## config.mk

```make
export PLATFORM = sky130hd
export DESIGN_NAME = fp_mul_result_buffer
export DESIGN_NICKNAME = d
export VERILOG_FILES = /design/src/rtl/fp_mul_result_buffer.sv
export SDC_FILE = /design/constraint.sdc
export NUM_CORES = 1
export LEC_CHECK = 0
export CORE_MARGIN = 2
export CORE_UTILIZATION = 45
export CTS_CLUSTER_SIZE = 12
export DETAILED_ROUTE_END_ITERATION = 7
export PLACE_DENSITY = 0.77
export SYNTH_ARGS = -nofsm -noshare
export SYNTH_HDL_FRONTEND = slang
export SYNTH_SLANG_ARGS = --single-unit
```

## constraint.sdc

```tcl
create_clock -name clk -period 5.3 [get_ports clk]
set_clock_uncertainty 0.05 [all_clocks]
set_input_delay 1.06 -clock clk [delete_from_list [all_inputs] [get_ports clk]]
set_output_delay 1.06 -clock clk [all_outputs]
set_load 0.01 [all_outputs]
```

## src/rtl/fp_mul_result_buffer.sv

```systemverilog
// Result buffer behind the FP multiplier: classifying FWFT FIFO with sticky {N,O,U} flags.
// Define FP_MUL_FLAG_CNT_EN to build the saturating per-flag event counters.
module fp_mul_result_buffer #(
  parameter int DEPTH = 4,
  parameter int CNT_W = 8
) (
  input  logic                       clk,
  input  logic                       rst_n,
  input  logic                       in_valid,
  output logic                       in_ready,
  input  logic [31:0]                in_result,
  input  logic                       in_u,
  input  logic                       in_o,
  input  logic                       in_n,
  output logic                       out_valid,
  input  logic                       out_ready,
  output logic [31:0]                out_result,
  output logic [2:0]                 out_flags,
  output logic [2:0]                 out_class,
  output logic [$clog2(DEPTH):0]     count,
  input  logic                       clr_sticky,
  output logic [2:0]                 sticky,
  output logic [CNT_W-1:0]           cnt_u,
  output logic [CNT_W-1:0]           cnt_o,
  output logic [CNT_W-1:0]           cnt_n
);

  localparam int PW = $clog2(DEPTH);
  localparam int CW = PW + 1;

  localparam logic [2:0] CLS_ZERO = 3'd0;
  localparam logic [2:0] CLS_DEN  = 3'd1;
  localparam logic [2:0] CLS_NORM = 3'd2;
  localparam logic [2:0] CLS_PINF = 3'd3;
  localparam logic [2:0] CLS_NINF = 3'd4;
  localparam logic [2:0] CLS_NAN  = 3'd5;

  function automatic logic [2:0] classify(input logic [31:0] w);
    logic [2:0] c;
    unique case (w[30:23])
      8'h00:   c = (w[22:0] == 23'd0) ? CLS_ZERO : CLS_DEN;
      8'hFF:   c = (w[22:0] != 23'd0) ? CLS_NAN : (w[31] ? CLS_NINF : CLS_PINF);
      default: c = CLS_NORM;
    endcase
    return c;
  endfunction

  logic [31:0]   res_q [DEPTH];
  logic [2:0]    flg_q [DEPTH];
  logic [2:0]    cls_q [DEPTH];

  logic [PW-1:0] wr_ptr_q, wr_ptr_d;
  logic [PW-1:0] rd_ptr_q, rd_ptr_d;
  logic [CW-1:0] count_q, count_d;
  logic [2:0]    sticky_q, sticky_d;

  logic full, empty, push, pop;
  logic [2:0] in_flags;

  // Handshakes: a transfer happens on a rising edge where valid && ready are both high.
  // in_ready depends only on registered occupancy, so a same-cycle pop never frees a slot
  // for the push; out_* come from storage only, so a word is visible one edge after capture.
  assign full     = (count_q == CW'(DEPTH));
  assign empty    = (count_q == '0);
  assign push     = in_valid && !full;
  assign pop      = !empty && out_ready;
  assign in_flags = {in_n, in_o, in_u};

  always_comb begin
    wr_ptr_d = wr_ptr_q;
    rd_ptr_d = rd_ptr_q;
    count_d  = count_q;
    if (push) wr_ptr_d = wr_ptr_q + PW'(1);
    if (pop)  rd_ptr_d = rd_ptr_q + PW'(1);
    if (push && !pop)      count_d = count_q + CW'(1);
    else if (pop && !push) count_d = count_q - CW'(1);
    // Set wins over clear on a per-bit basis.
    sticky_d = (clr_sticky ? 3'b000 : sticky_q) | (push ? in_flags : 3'b000);
  end

  always_ff @(posedge clk or negedge rst_n) begin
    if (!rst_n) begin
      wr_ptr_q <= '0;
      rd_ptr_q <= '0;
      count_q  <= '0;
      sticky_q <= '0;
    end else begin
      wr_ptr_q <= wr_ptr_d;
      rd_ptr_q <= rd_ptr_d;
      count_q  <= count_d;
      sticky_q <= sticky_d;
    end
  end

  // Storage needs no reset: occupancy gates every read.
  always_ff @(posedge clk) begin
    if (push) begin
      res_q[wr_ptr_q] <= in_result;
      flg_q[wr_ptr_q] <= in_flags;
      cls_q[wr_ptr_q] <= classify(in_result);
    end
  end

  assign in_ready   = !full;
  assign out_valid  = !empty;
  assign out_result = empty ? 32'd0 : res_q[rd_ptr_q];
  assign out_flags  = empty ? 3'd0  : flg_q[rd_ptr_q];
  assign out_class  = empty ? 3'd0  : cls_q[rd_ptr_q];
  assign count      = count_q;
  assign sticky     = sticky_q;

`ifdef FP_MUL_FLAG_CNT_EN
  logic [CNT_W-1:0] cnt_u_q, cnt_u_d;
  logic [CNT_W-1:0] cnt_o_q, cnt_o_d;
  logic [CNT_W-1:0] cnt_n_q, cnt_n_d;

  function automatic logic [CNT_W-1:0] cnt_next(input logic [CNT_W-1:0] cur,
                                                input logic clr, input logic inc);
    logic [CNT_W-1:0] base;
    base = clr ? '0 : cur;
    if (inc && (base != {CNT_W{1'b1}})) base = base + CNT_W'(1);
    return base;
  endfunction

  always_comb begin
    cnt_u_d = cnt_next(cnt_u_q, clr_sticky, push && in_u);
    cnt_o_d = cnt_next(cnt_o_q, clr_sticky, push && in_o);
    cnt_n_d = cnt_next(cnt_n_q, clr_sticky, push && in_n);
  end

  always_ff @(posedge clk or negedge rst_n) begin
    if (!rst_n) begin
      cnt_u_q <= '0;
      cnt_o_q <= '0;
      cnt_n_q <= '0;
    end else begin
      cnt_u_q <= cnt_u_d;
      cnt_o_q <= cnt_o_d;
      cnt_n_q <= cnt_n_d;
    end
  end

  assign cnt_u = cnt_u_q;
  assign cnt_o = cnt_o_q;
  assign cnt_n = cnt_n_q;
`else
  assign cnt_u = '0;
  assign cnt_o = '0;
  assign cnt_n = '0;
`endif

endmodule

```

Word-level counts from Yosys, hierarchy flattened

Memories as Yosys holds them, arrays and structs flattened.
Index checks and enable logic that the tools add are counted.

Flip-flop bits (word level): 10
Bits in writable memories: 152
Input port bits: 40
Output and inout bits: 70
Word-level logic and storage cells: 41
Memories: 3

Memories:

| name  | depth | width | rd ports | clocked after memory_dff | wr ports | RTL line | RTL |
|---|---|---|---|---|---|---|---|
| res_q | 4     | 32    | 1        | 0                        | 1        | 48       | `logic [31:0] res_q [DEPTH];` |
| cls_q | 4     | 3     | 1        | 0                        | 1        | 50       | `logic [2:0] cls_q [DEPTH];` |
| flg_q | 4     | 3     | 1        | 0                        | 1        | 49       | `logic [2:0] flg_q [DEPTH];` |

Add/subtract/negate cells: 4
Eq/ne operators: 2
Muxes and demuxes: 14
Bitwise gates (word level): 1
Reductions and logical operators: 13

Operators by type and width:

| kind                                                               | number |
|---|---|
| 32-bit 2-to-1 mux                                                  | 1 |
| 3-bit 2-to-1 mux                                                   | 9 |
| 23-bit zero test                                                   | 1 |
| 23-bit nonzero test                                                | 1 |
| 8-bit equality test, second input constant                         | 1 |
| 8-bit zero test                                                    | 1 |
| 3-bit case mux with 2 select lines                                 | 1 |
| 2-bit by 1-bit adder with 2-bit output, second input constant      | 2 |
| 1-bit logical AND                                                  | 4 |
| 1-bit zero test                                                    | 4 |
| 3-bit by 1-bit adder with 3-bit output, second input constant      | 1 |
| 3-bit equality test, second input constant                         | 1 |
| 3-bit zero test                                                    | 1 |
| 1-bit 2-to-1 mux                                                   | 3 |
| 3-bit OR                                                           | 1 |
| 3-bit by 1-bit subtractor with 3-bit output, second input constant | 1 |
| 2-bit nonzero test                                                 | 1 |

Logic depth before layout (Yosys ltp)

Gate-level depths: netlist of run 1.

Depth in word-level cells: 7
Gate-level depth with buffers: 10
Depth with buffers taken out: 9

Worst setup path after synthesis of run 1

OpenSTA, ideal clock, no wires.

Path type: input-to-reg
Start point: input port in_valid
End point: memory cls_q[0][0], enable pin
Setup time: 0.399 ns
Arrival: 2.021 ns
Required time: 4.851 ns
Slack: 2.830 ns
Stages on the path: 1
Path buffers: 0
Cells stage by stage: and3_1

Word-level cells in the longest chain between the ends: 3

Ends and longest elaborated chain:

| element                                | RTL line | RTL |
|---|---|---|
| start, declared                        | 9        | `input logic in_valid,` |
| 1-bit logical AND                      | 65       | `assign push = in_valid && !full;` |
| 1-bit 2-to-1 mux                       | 97       | `if (push) begin` |
| 1-bit 2-to-1 mux (not written as such) | 100      | `cls_q[wr_ptr_q] <= classify(in_result);` |
| end, declared                          | 50       |  |

Every way passes these cells.

Worst setup path after layout of run 1

Start point: register rd_ptr_q[0]
End point: output port out_flags[0]

Word-level cells in the longest chain between the ends: 2

Ends and longest elaborated chain:

| element                | RTL line | RTL |
|---|---|---|
| start, declared        | 53       | `logic [PW-1:0] rd_ptr_q, rd_ptr_d;` |
| start signal, assigned | 89       | `rd_ptr_q <= rd_ptr_d;` |
| memory read 4 x 3 bit  | --       |  |
| 3-bit 2-to-1 mux       | 107      | `assign out_flags = empty ? 3'd0 : flg_q[rd_ptr_q];` |
| end, declared          | 18       | `output logic [2:0] out_flags,` |

Every way passes these cells.

==> summary by stage, run 1 <==
GRT
The via count of the first global-routing pass is 3357. Global routing used 15.5% of the available tracks across all layers. Entering global routing, the biggest net connects 42 pins. The global route total overflow is 0. The first global-routing pass estimated 18200 um of wire.

The number of antenna violations at the first check in global routing is 0.

Drt
The number of DRC violations after detailed routing is 0. The iteration count of the initial detailed-routing pass is 4. The average detailed-routed wire length per instance is roughly 19 um. The routed via count divided by cell count is 5.17. The initial detailed-routing violation count is 292. The final wirelength is 11500 um.

The total via count in the routed design is 3194. The number of routed nets with antenna violations is 0.

STA
Final hold analysis gives a worst-case slack of about 0.47 ns. Setup repair after global routing left no endpoint under its margin. The accumulated negative setup slack is 0 ns.

Based on the critical path, the design can be clocked at up to 258 MHz. The normalized max-slew margin is 31.3%. The worst path meets setup with approximately 1.4 ns of slack. The number of max-slew violations in the final report is 0. At the pin with the least slew margin, the transition time is ~1 ns. The minimum clock period after layout is 3.88 ns. The total of endpoints with negative setup slack in the final report is 0.

The final clock period utilization by the worst path is 73.3%. The number of hold violations in the final report is 0.

Logic synthesis
The register area share after synthesis is between 70% and 80%. The number of different library cells used by synthesis comes to 29. After Yosys synthesis, XOR and XNOR cells account for 0.797% of the synthesized area. The synthesized instance count is 329. After synthesis the cells add up to 0.00659 mm2.

Summing the areas of all and, or, nand and nor instances in the mapped netlist gives 5.90% of the synthesized area. The fraction of the mapped netlist area in compound gates is less than 1%. The number of synthesis warnings is 0. Summing the areas of all fa, ha and maj instances in the mapped netlist gives under 10% of the synthesized area. The average cell area after synthesis is 20.0 um2. The multiplexer share of the synthesized area is 13.3%. After synthesis, the largest family of logic cells by area is multiplexers. Counting flops and latches in the post-synthesis netlist gives 162.

Final layout
For this run, the share of the core covered by cells in the final layout is 55.5%. After routing the design area is 0.00801 mm2. For this run, the number of standard cells in the final layout without fillers is 618. Fill cells in the final layout number 1102. 0 antenna diodes ended up in the layout.

The fraction of final layout cells with drive strength greater than 1 is 17.1%. The total area of multi-input combinational cells is 0.00154 mm2. The layout overhead on the synthesized area is 21.4%. The count of nets after finishing is 467. The storage element area is 0.00482 mm2.

Worst setup path
Of all nets on the critical path, the largest fanout is 18. STA classifies the critical path endpoint as an output pin. The setup path with the least slack is of type reg2out. The element type at the critical path start is a flip-flop. Data on the critical path arrives at its endpoint at 2.77 ns. The required time of the worst setup path is between 4 and 5 ns.

Floorplan
After floorplanning, the core was sized to cover roughly 0.014 mm2. Measured along the x axis, the die boundary spans 125 um. In this run the count of I/O pins placed on the die edge is between 100 and 150. The starting density of the core is 45.7%. The floorplan step set the die height to approximately 130 um. The full die area is 0.0156 mm2. The count of standard-cell rows is 44.

Place
The count of input and output buffers is 85. Routability-driven placement finished with a final weighted congestion of 0.699. The post-placement worst setup slack is 1.81 ns.

After detailed placement, the total cell area comes to 0.00748 mm2. The cell total after placement is 586. Once detailed placement completed, the half-perimeter wirelength came to 7010 um.

Power
Across the VDD grid, the largest voltage drop is 0.000312 V. The static leakage is 2.68 nW. The sum of internal, switching and leakage power is 4.51 mW. The power density over the cells is approximately 560 mW/mm2.

Job
The number of max-cap violations is 0.

CTS
The post-CTS setup-driven buffer insertion count is 0. The maximum count of clock buffers along a single path is 2. TritonCTS built the clock tree. CTS saw 162 sinks. The post-CTS resize count is 0. At the later pin of the worst-skew pair, clock insertion delay measures 0.41 ns. The count of H-tree levels built during CTS is 4. The total clock buffers created by CTS is 17. CTS placed an instance of sky130_fd_sc_hd__clkbuf_16 at the clock tree root.

For this design, the CTS-stage hold fixing added 0 buffers. The register clock-pin slew on the reported worst setup and hold paths is 0.06 ns.

Run status
The run finished with clean final reports.

Min path
The min-delay analysis places its worst path in the category reg2reg.
## routing by layer
layer / wire length, um / GRT usage [%] / vias up / share of wire (%)
met5: 0 / 0 / - / 0
met4: 180 / 6.14 / 0 / 1.6
met3: 599 / 4.41 / 16 / 5.2
met2: 5590 / 24.6 / 101 / 49
met1: 5140 / 20.5 / 1643 / 45
li1: - / - / 1434 / -
## logic make-up after synthesis
group,after synthesis
flip-flops,162
multiplexers,40
other,1
buffers and inverters,42
AND/OR/NAND/NOR,66
XOR/XNOR,6
AO/OA/AOI/OAI,6
adder cells (fa/ha/maj),6
## sequential cells by signal (all words and copies together), names as in the netlist
signal / flops
count: 3
rd_ptr_q: 2
wr_ptr_q: 2
sticky: 3
cls_q: 12
flg_q: 12
res_q: 128
## final timing paths
kind	start	to	slack, ns	cells past startpoint
min	sticky[1]	sticky[1]	0.47	1
min reg2reg	sticky[1]	sticky[1]	0.47	1
max in group asynchronous	rst_n	rd_ptr_q[0]	3.94	1
min in group asynchronous	rst_n	sticky[0]	0.92	1
max reg2reg	count[2]	count[2]	2.92	9
max	rd_ptr_q[0]	out_flags[0]	1.42	4
## worst max-delay path: stages (launching register included)
cell,delay (ns)
sky130_fd_sc_hd__dfrtp_2,0.75
sky130_fd_sc_hd__buf_4,0.37
sky130_fd_sc_hd__mux4_2,0.54
sky130_fd_sc_hd__and2_1,0.19
sky130_fd_sc_hd__clkdlybuf4s50_1,0.50
## power by group
group | switching [mW] | total (mW) | leakage [nW] | internal [mW]
Clock | 0.450 | 1.08 | 0.247 | 0.631
Combinational | 0.644 | 1.56 | 0.913 | 0.912
Sequential | 0.174 | 1.87 | 1.52 | 1.70
## layout make-up
cell class	count	area share, %
clock buffer	18	5.36
sequential	162	60.2
tap	184	2.88
multi-input combinational	148	19.3
timing repair buffer	88	10.9
inverter	4	0.188
clock inverter	14	1.22
## layout by cell type (no fill, tap or decap), types with 5 or more instances in the layout
cell,count
sky130_fd_sc_hd__and2_1,39
sky130_fd_sc_hd__clkdlybuf4s50_1,85
sky130_fd_sc_hd__clkinv_1,6
sky130_fd_sc_hd__nor4_1,5
sky130_fd_sc_hd__conb_1,24
sky130_fd_sc_hd__ha_1,5
sky130_fd_sc_hd__dfrtp_1,8
sky130_fd_sc_hd__nor2_1,5
sky130_fd_sc_hd__clkbuf_16,17
sky130_fd_sc_hd__mux4_2,38
sky130_fd_sc_hd__edfxtp_1,152
## cells in the mapped netlist, drive strengths merged
cell type	number	area [um2]
nand4	3	18.8
buf	33	294
a22o	3	26.3
or4	2	15.0
xor2	2	17.5
nor3	1	5.00
dfrtp	10	250
fa	1	20.0
and2	39	244
xnor2	4	35.0
o21ai	2	10.0
or3	1	6.26
o31a	1	8.76
conb	1	3.75
nor2	5	18.8
clkbuf	5	18.8
edfxtp	152	4560
inv	4	15.0
and3	4	25.0
mux2	2	22.5
nor4	5	31.3
nand2	4	15.0
nand3	2	10.0
mux4	38	856
ha	5	62.6
(Power assumes the default switching activity.)
==> run 2, diff against run 1 <==
==> constraint.sdc (replaced) <==
create_clock -name clk -period 3.7 [get_ports clk]
set_clock_uncertainty 0.05 [all_clocks]
set_input_delay 0.74 -clock clk [delete_from_list [all_inputs] [get_ports clk]]
set_output_delay 0.74 -clock clk [all_outputs]
set_load 0.01 [all_outputs]
==> summary by stage, run 2 (synthesis results as in run 1) <==
Final layout
Counting flops per register, the top entry is res_q. The layout overhead on the synthesized area is 23.7%. The fraction of final layout cells with drive strength greater than 1 came to 18.8% (+1.8 points). Leaving out fill and tap cells, the most frequent cell in the layout is sky130_fd_sc_hd__edfxtp_1. The filler cell count in the final layout is 1096 (-0.54%). The post-route cell area was 0.00816 mm2 (+1.9%).

The final standard cell utilization of the core is 56.6% (+1.1 points). The count of nets after finishing was 474 (+1.5%). The total area of multi-input combinational cells was 0.00154 mm2 (unchanged).

The flip-flop count of the largest register after layout came to 128 (unchanged). The number of non-filler instances in the completed layout is 625 (+1.1%). The total inserted antenna cells was 0 (unchanged). In the final layout, the registers with the most flip-flops are res_q x128, cls_q x12, flg_q x12. The storage element area is 0.00482 mm2 (unchanged).

In the layout the commonest cells are sky130_fd_sc_hd__edfxtp_1 (152), sky130_fd_sc_hd__clkdlybuf4s50_1 (85), sky130_fd_sc_hd__and2_1 (39).

Power
The worst ir drop on vdd is 0.000554 V (+78%). The proportion of total power due to net switching is 27.3% (-0.81 points). The internal power is 4.90 mW (+51%). The net switching component of the power came to 1.84 mW (+45%). The part of the total power dissipated in combinational logic was 36.0% (+1.5 points). The power density over the cells is 826 mW/mm2 (+47%).

The clock share of power was 26.4% (+2.4 points). The sum of internal, switching and leakage power came to 6.74 mW (+49%). The relative contribution of sequential cells to total power is 37.7% (-3.8 points).

The static leakage is 2.76 nW (+3.0%).

Job
The number of max-cap violations is 0 (unchanged).

STA
The accumulated negative setup slack was 0 ns (unchanged). Setup repair after global routing left no endpoint under its margin. The transition time at the pin with the least slew margin came to 0.660 ns (-0.370 ns). The total of endpoints with negative setup slack in the final report is 0 (unchanged). The minimum clock period after layout is between 3 and 4 ns. The number of max-slew violations in the final report was 0 (unchanged). The normalized max-slew margin is 56.0% (+25 points). Based on the critical path, the design can be clocked at up to 305 MHz. The final worst-path setup slack is 0.422 ns (-0.995 ns).

The worst hold-check slack was 0.467 ns (+0.00177 ns). The number of hold violations in the final report is 0 (unchanged). The final clock period utilization by the worst path is 88.6%.

GRT
The first-pass GRT wire length was 18900 um (+4.3%). The global route total overflow is 0 (unchanged). The via count of the first global-routing pass came to 3350 (-0.21%).

The total global-route track usage is 16.2% (+0.64 points). The number of antenna violations at the first check in global routing is 0 (unchanged). The largest net degree at the start of global routing is 42 (unchanged).

CTS
The root cell of the clock tree is sky130_fd_sc_hd__clkbuf_16. The clock latency of the later-clocked register in the worst-skew pair is 0.42 ns (about the same). The post-CTS resize count is 0 (unchanged). The total clock buffers created by CTS was 17 (unchanged). The count of H-tree levels built during CTS is 4 (unchanged).

The post-CTS setup-driven buffer insertion count is 0 (unchanged). The maximum count of clock buffers along a single path is 2 (unchanged). The count of clock tree sinks was 162 (unchanged).

The register clock-pin slew on the reported worst setup and hold paths is 0.06 ns (about the same). TritonCTS built the clock tree. The hold buffer count at cts was 0 (unchanged).

Min path
The path class of the tightest hold or removal check is reg2reg.

Drt
The number of routed nets with antenna violations is 0 (unchanged). The iteration count of the initial detailed-routing pass is 4 (unchanged). The average detailed-routed wire length per instance is 19.4 um (+4.0%). The total via count in the routed design is 3205 (+0.34%).

The final wirelength is 12100 um (+5.2%). The initial detailed-routing violation count was 214 (-27%). The routed via count divided by cell count is 5.13 (-0.78%).

The number of DRC violations after detailed routing was 0 (unchanged).

Floorplan
The width of the die is 125 um (unchanged). The die boundary height was 125 um (unchanged). The number of top-level pins is 110 (unchanged).

The count of standard-cell rows came to 44 (unchanged). The full die area is 0.0156 mm2 (unchanged). The placeable core region is 0.0144 mm2 (unchanged).

The starting density of the core is 45.7% (unchanged).

Worst setup path
Traced cell by cell, the critical path runs through buf_4 -> mux4_2 -> and2_1 -> clkdlybuf4s50_1. The worst setup path is captured at an output pin. The worst setup path category is reg2out. The required time of the worst setup path is 2.91 ns (-1.28 ns). The data arrival time at the worst-slack endpoint was 2.49 ns (-0.28 ns). The element type at the critical path start is a flip-flop. The maximum fanout encountered on the critical timing path is 27 (+9).

The delay contributed by the slowest stage of the critical path is 0.59 ns (-0.16 ns). On the critical path, the stage with the largest delay is an instance of sky130_fd_sc_hd__mux4_2.

Place
The cell area after placement came to 0.00756 mm2 (+1.0%). The count of input and output buffers is 85 (unchanged). The post-placement worst setup slack is 0.810 ns (-0.995 ns). The detailed placement HPWL was 7820 um (+11%). The global placement routability congestion is 0.728 (+4.1%). The cell total after placement is 593 (+1.2%).

Run status
The flow ran to the end, and the final reports show no timing, DRC or antenna violations.
==> run 2: cell types whose count changed in the layout (fill, tap and decap cells not counted) <==
cell                         previous run  this run
sky130_fd_sc_hd__buf_4                  3         8
sky130_fd_sc_hd__buf_12                 0         2
sky130_fd_sc_hd__clkinvlp_4             4         3
sky130_fd_sc_hd__clkinv_1               6         1
sky130_fd_sc_hd__bufinv_16              1         4
sky130_fd_sc_hd__clkbuf_1               1         4
==> run 2: area by class of cell <==
| type | count | area share (%) |
|---|---|---|
| flip-flops and latches | 162 | 59.0 |
| clock inverters | 11 | 1.98 |
| clock buffers | 21 | 5.40 |
| well taps | 184 | 2.82 |
| repair buffers | 95 | 11.7 |
| inverters | 4 | 0.184 |
| multi-input cells | 148 | 18.9 |
==> run 2: power groups by stage <==
stage	combinational (mW)	sequential (mW)	clock (mW)
final	2.42	2.54	1.78
after global routing	2.62	2.57	1.88
after CTS	2.49	2.54	1.80
after detailed placement	2.47	2.58	0
after global placement	2.45	2.55	0
after floorplan	1.48	2.55	0
==> run 2: path summary, 6_finish.rpt <==
path                             start        endpoint  slack (ns)  depth (start not counted)
setup / recovery           rd_ptr_q[0]  out_result[15]        0.42                          4
hold / removal               sticky[2]       sticky[2]        0.47                          1
setup reg to reg              count[1]        count[2]        1.28                          9
hold reg to reg              sticky[2]       sticky[2]        0.47                          1
max in group asynchronous        rst_n     rd_ptr_q[0]        2.65                          1
min in group asynchronous        rst_n       sticky[2]        0.60                          1
==> run 2: per-layer routing <==
metal  routed length, um  global-route usage, %  vias to the layer above
met2                6230                   26.8                      124
met4                  57                   4.31                        0
met1                5020                   20.8                     1632
li1                    -                      -                     1445
met3                 806                   5.31                        4
met5                   0                      0                        -
==> run 2: worst max-delay path, delay by kind of cell (launching register included) <==
| family | cells | cell delay [ns] |
|---|---|---|
| buf+inv | 2 | 0.94 |
| mux | 1 | 0.59 |
| simple gates | 1 | 0.17 |
| flops | 1 | 0.36 |
==> run 3, diff against run 2 <==
--- a/config.mk
+++ b/config.mk
@@ -6,10 +6,11 @@
 export NUM_CORES = 1
 export LEC_CHECK = 0
 export CORE_MARGIN = 2
-export CORE_UTILIZATION = 45
+export CORE_UTILIZATION = 53
 export CTS_CLUSTER_SIZE = 12
 export DETAILED_ROUTE_END_ITERATION = 7
-export PLACE_DENSITY = 0.77
+export PLACE_DENSITY = 0.88
+export SKIP_LAST_GASP = 1
 export SYNTH_ARGS = -nofsm -noshare
 export SYNTH_HDL_FRONTEND = slang
 export SYNTH_SLANG_ARGS = --single-unit
==> summary by stage, run 3 (synthesis results as in run 1) <==
CTS
The count of H-tree levels built during CTS is 4 (unchanged). The post-CTS setup-driven buffer insertion count came to 0 (unchanged). The clock latency of the later-clocked register in the worst-skew pair is 0.41 ns (about the same). The maximum count of clock buffers along a single path is 2 (unchanged). The total clock buffers created by CTS is 17 (unchanged). The count of clock tree sinks is 162 (unchanged). The register clock-pin slew on the reported worst setup and hold paths is 0.06 ns (about the same). The post-CTS resize count came to 0 (unchanged). The root buffer cell chosen for the clock tree is sky130_fd_sc_hd__clkbuf_16. The hold buffer count at cts is 0 (unchanged). TritonCTS built the clock tree.

Drt
The number of routed nets with antenna violations was 0 (unchanged). The initial detailed-routing violation count is 226 (+5.6%). The iteration count of the initial detailed-routing pass was 4 (unchanged).

The total via count in the routed design is 3305 (+3.1%). The number of DRC violations after detailed routing is 0 (unchanged). The final wirelength came to 12700 um (+5.0%). The average detailed-routed wire length per instance is 20.8 um (+7.4%). The routed via count divided by cell count is 5.41 (+5.5%).

Floorplan
The number of top-level pins is 110 (unchanged). The full die area was 0.0133 mm2 (-15%). The placeable core region is 0.0121 mm2 (-16%). The width of the die is 116 um (-7.6%). The count of standard-cell rows was 40 (-9.1%). The starting density of the core is 54.7% (+9.0 points). The die boundary height is 116 um (-7.6%).

Worst setup path
The maximum fanout encountered on the critical timing path is 24 (-11%). The category of the worst setup path capture point is an output pin. The data arrival time at the worst-slack endpoint is 2.56 ns (+0.07 ns).

STA classifies the critical path startpoint as a flip-flop. The worst setup path category is reg2out. The required time of the worst setup path is 2.91 ns (about the same).

STA
The final clock period utilization by the worst path is 90.5% (+1.9 points). The final worst-path setup slack is 0.353 ns (-0.0691 ns). The number of max-slew violations in the final report is 0 (unchanged). The transition time at the pin with the least slew margin is 0.782 ns (+0.123 ns). Setup repair after global routing left no endpoint under its margin.

The maximum clock rate is 299 MHz (-2.1%). The number of hold violations in the final report came to 0 (unchanged). The accumulated negative setup slack was 0 ns (unchanged).

The minimum clock period after layout is 3.35 ns (+0.0691 ns). The normalized max-slew margin came to 47.9% (-8.2 points). The total of endpoints with negative setup slack in the final report is 0 (unchanged).

Final layout
The total inserted antenna cells was 0 (unchanged). The layout overhead on the synthesized area is 23.7% (unchanged). The top cell types in the final layout, fill and taps aside, are sky130_fd_sc_hd__edfxtp_1 (152), sky130_fd_sc_hd__clkdlybuf4s50_1 (85), sky130_fd_sc_hd__and2_1 (39). The most frequent standard cell in the layout excluding fill and tap cells is sky130_fd_sc_hd__edfxtp_1. The fraction of final layout cells with drive strength greater than 1 came to 19.4% (+0.59 points). The filler cell count in the final layout is 773 (-29%).

The number of non-filler instances in the completed layout is 611 (-2.2%). The register with the most flip-flops in the final layout is res_q. In the final layout, the registers with the most flip-flops are res_q x128, cls_q x12, flg_q x12. The flip-flop count of the largest register after layout is 128 (unchanged). The post-route cell area is 0.00816 mm2 (unchanged). The count of nets after finishing came to 476 (+0.42%).

GRT
The via count of the first global-routing pass was 3476 (+3.8%). The first-pass GRT wire length is 19600 um (+3.5%). The global route total overflow is 0 (unchanged).

The largest net degree at the start of global routing is 27 (-36%). The number of antenna violations at the first check in global routing is 0 (unchanged). The total global-route track usage is 20.6% (+4.4 points).

Place
The cell total after placement is 579 (-2.4%). The global placement routability congestion is 0.718 (-1.3%). The count of input and output buffers is 85 (unchanged).

The post-placement worst setup slack is 0.757 ns (-0.0533 ns). The detailed placement HPWL is 8120 um (+3.9%). The cell area after placement is 0.00754 mm2 (-0.23%).

Power
The sum of internal, switching and leakage power came to 6.82 mW (+1.2%). The power density over the cells is 836 mW/mm2 (+1.2%). The static leakage is 2.77 nW (+0.63%). The worst ir drop on vdd came to 0.000446 V (-19%).

Run status
The run finished with clean final reports.

Job
The number of max-cap violations is 0 (unchanged).

Min path
In this run the worst hold path is classified as reg2reg.
## run 3: cell count changes in the layout (fill, tap and decap cells not counted)
cell,before,now
sky130_fd_sc_hd__buf_12,2,1
sky130_fd_sc_hd__buf_4,8,11
sky130_fd_sc_hd__clkinvlp_4,3,2
sky130_fd_sc_hd__inv_6,0,1
sky130_fd_sc_hd__clkinv_4,0,4
sky130_fd_sc_hd__clkbuf_1,4,3
sky130_fd_sc_hd__clkinv_2,3,0
## run 3: worst max-delay path, stage by stage (launching register included)
cell and delay (ns):
sky130_fd_sc_hd__dfrtp_1 0.42, sky130_fd_sc_hd__or3_1 0.73, sky130_fd_sc_hd__buf_4 0.34, sky130_fd_sc_hd__and2_1 0.16, sky130_fd_sc_hd__clkdlybuf4s50_1 0.48
## run 3: final timing paths
kind	from	endpoint	slack (ns)	cells after the start
worst max-delay path	count[2]	out_class[2]	0.35	4
worst min-delay path	sticky[2]	sticky[2]	0.46	1
worst max register to register	count[2]	count[2]	1.02	8
worst min register to register	sticky[2]	sticky[2]	0.46	1
max in group asynchronous	rst_n	rd_ptr_q[0]	2.62	1
min in group asynchronous	rst_n	count[1]	0.62	1
## run 3: final cells by class
| cell class | count | area, um2 | area share, % |
|---|---|---|---|
| Clock buffer | 20 | 437 | 5.35 |
| Clock inverter | 12 | 183 | 2.24 |
| Inverter | 4 | 15.0 | 0.184 |
| Multi-Input combinational cell | 148 | 1540 | 18.9 |
| Sequential cell | 162 | 4820 | 59.0 |
| Tap cell | 168 | 210 | 2.58 |
| Timing Repair Buffer | 97 | 953 | 11.7 |
## run 3: power by group
| part | switching, mW | internal [mW] |
|---|---|---|
| registers | 0.162 | 2.42 |
| clock network | 0.675 | 1.13 |
| logic | 1.07 | 1.35 |
## run 3: per-stage QoR
stage               utilization, %  hold WS, ns
floorplan                        -        0.394
global placement              62.5        0.440
detailed placement            62.5        0.446
CTS                           67.6        0.463
global route                  67.6        0.474
finish                        67.6        0.463
## run 3: layer usage
layer | up-vias | wire length (um) | GRT usage, % | share of wire, %
met5 | - | 0 | 0 | 0
met4 | 0 | 168 | 7.15 | 1.3
met3 | 16 | 878 | 6.43 | 6.9
met2 | 156 | 6660 | 33.7 | 52
met1 | 1674 | 5010 | 26.5 | 39
li1 | 1459 | - | - | -
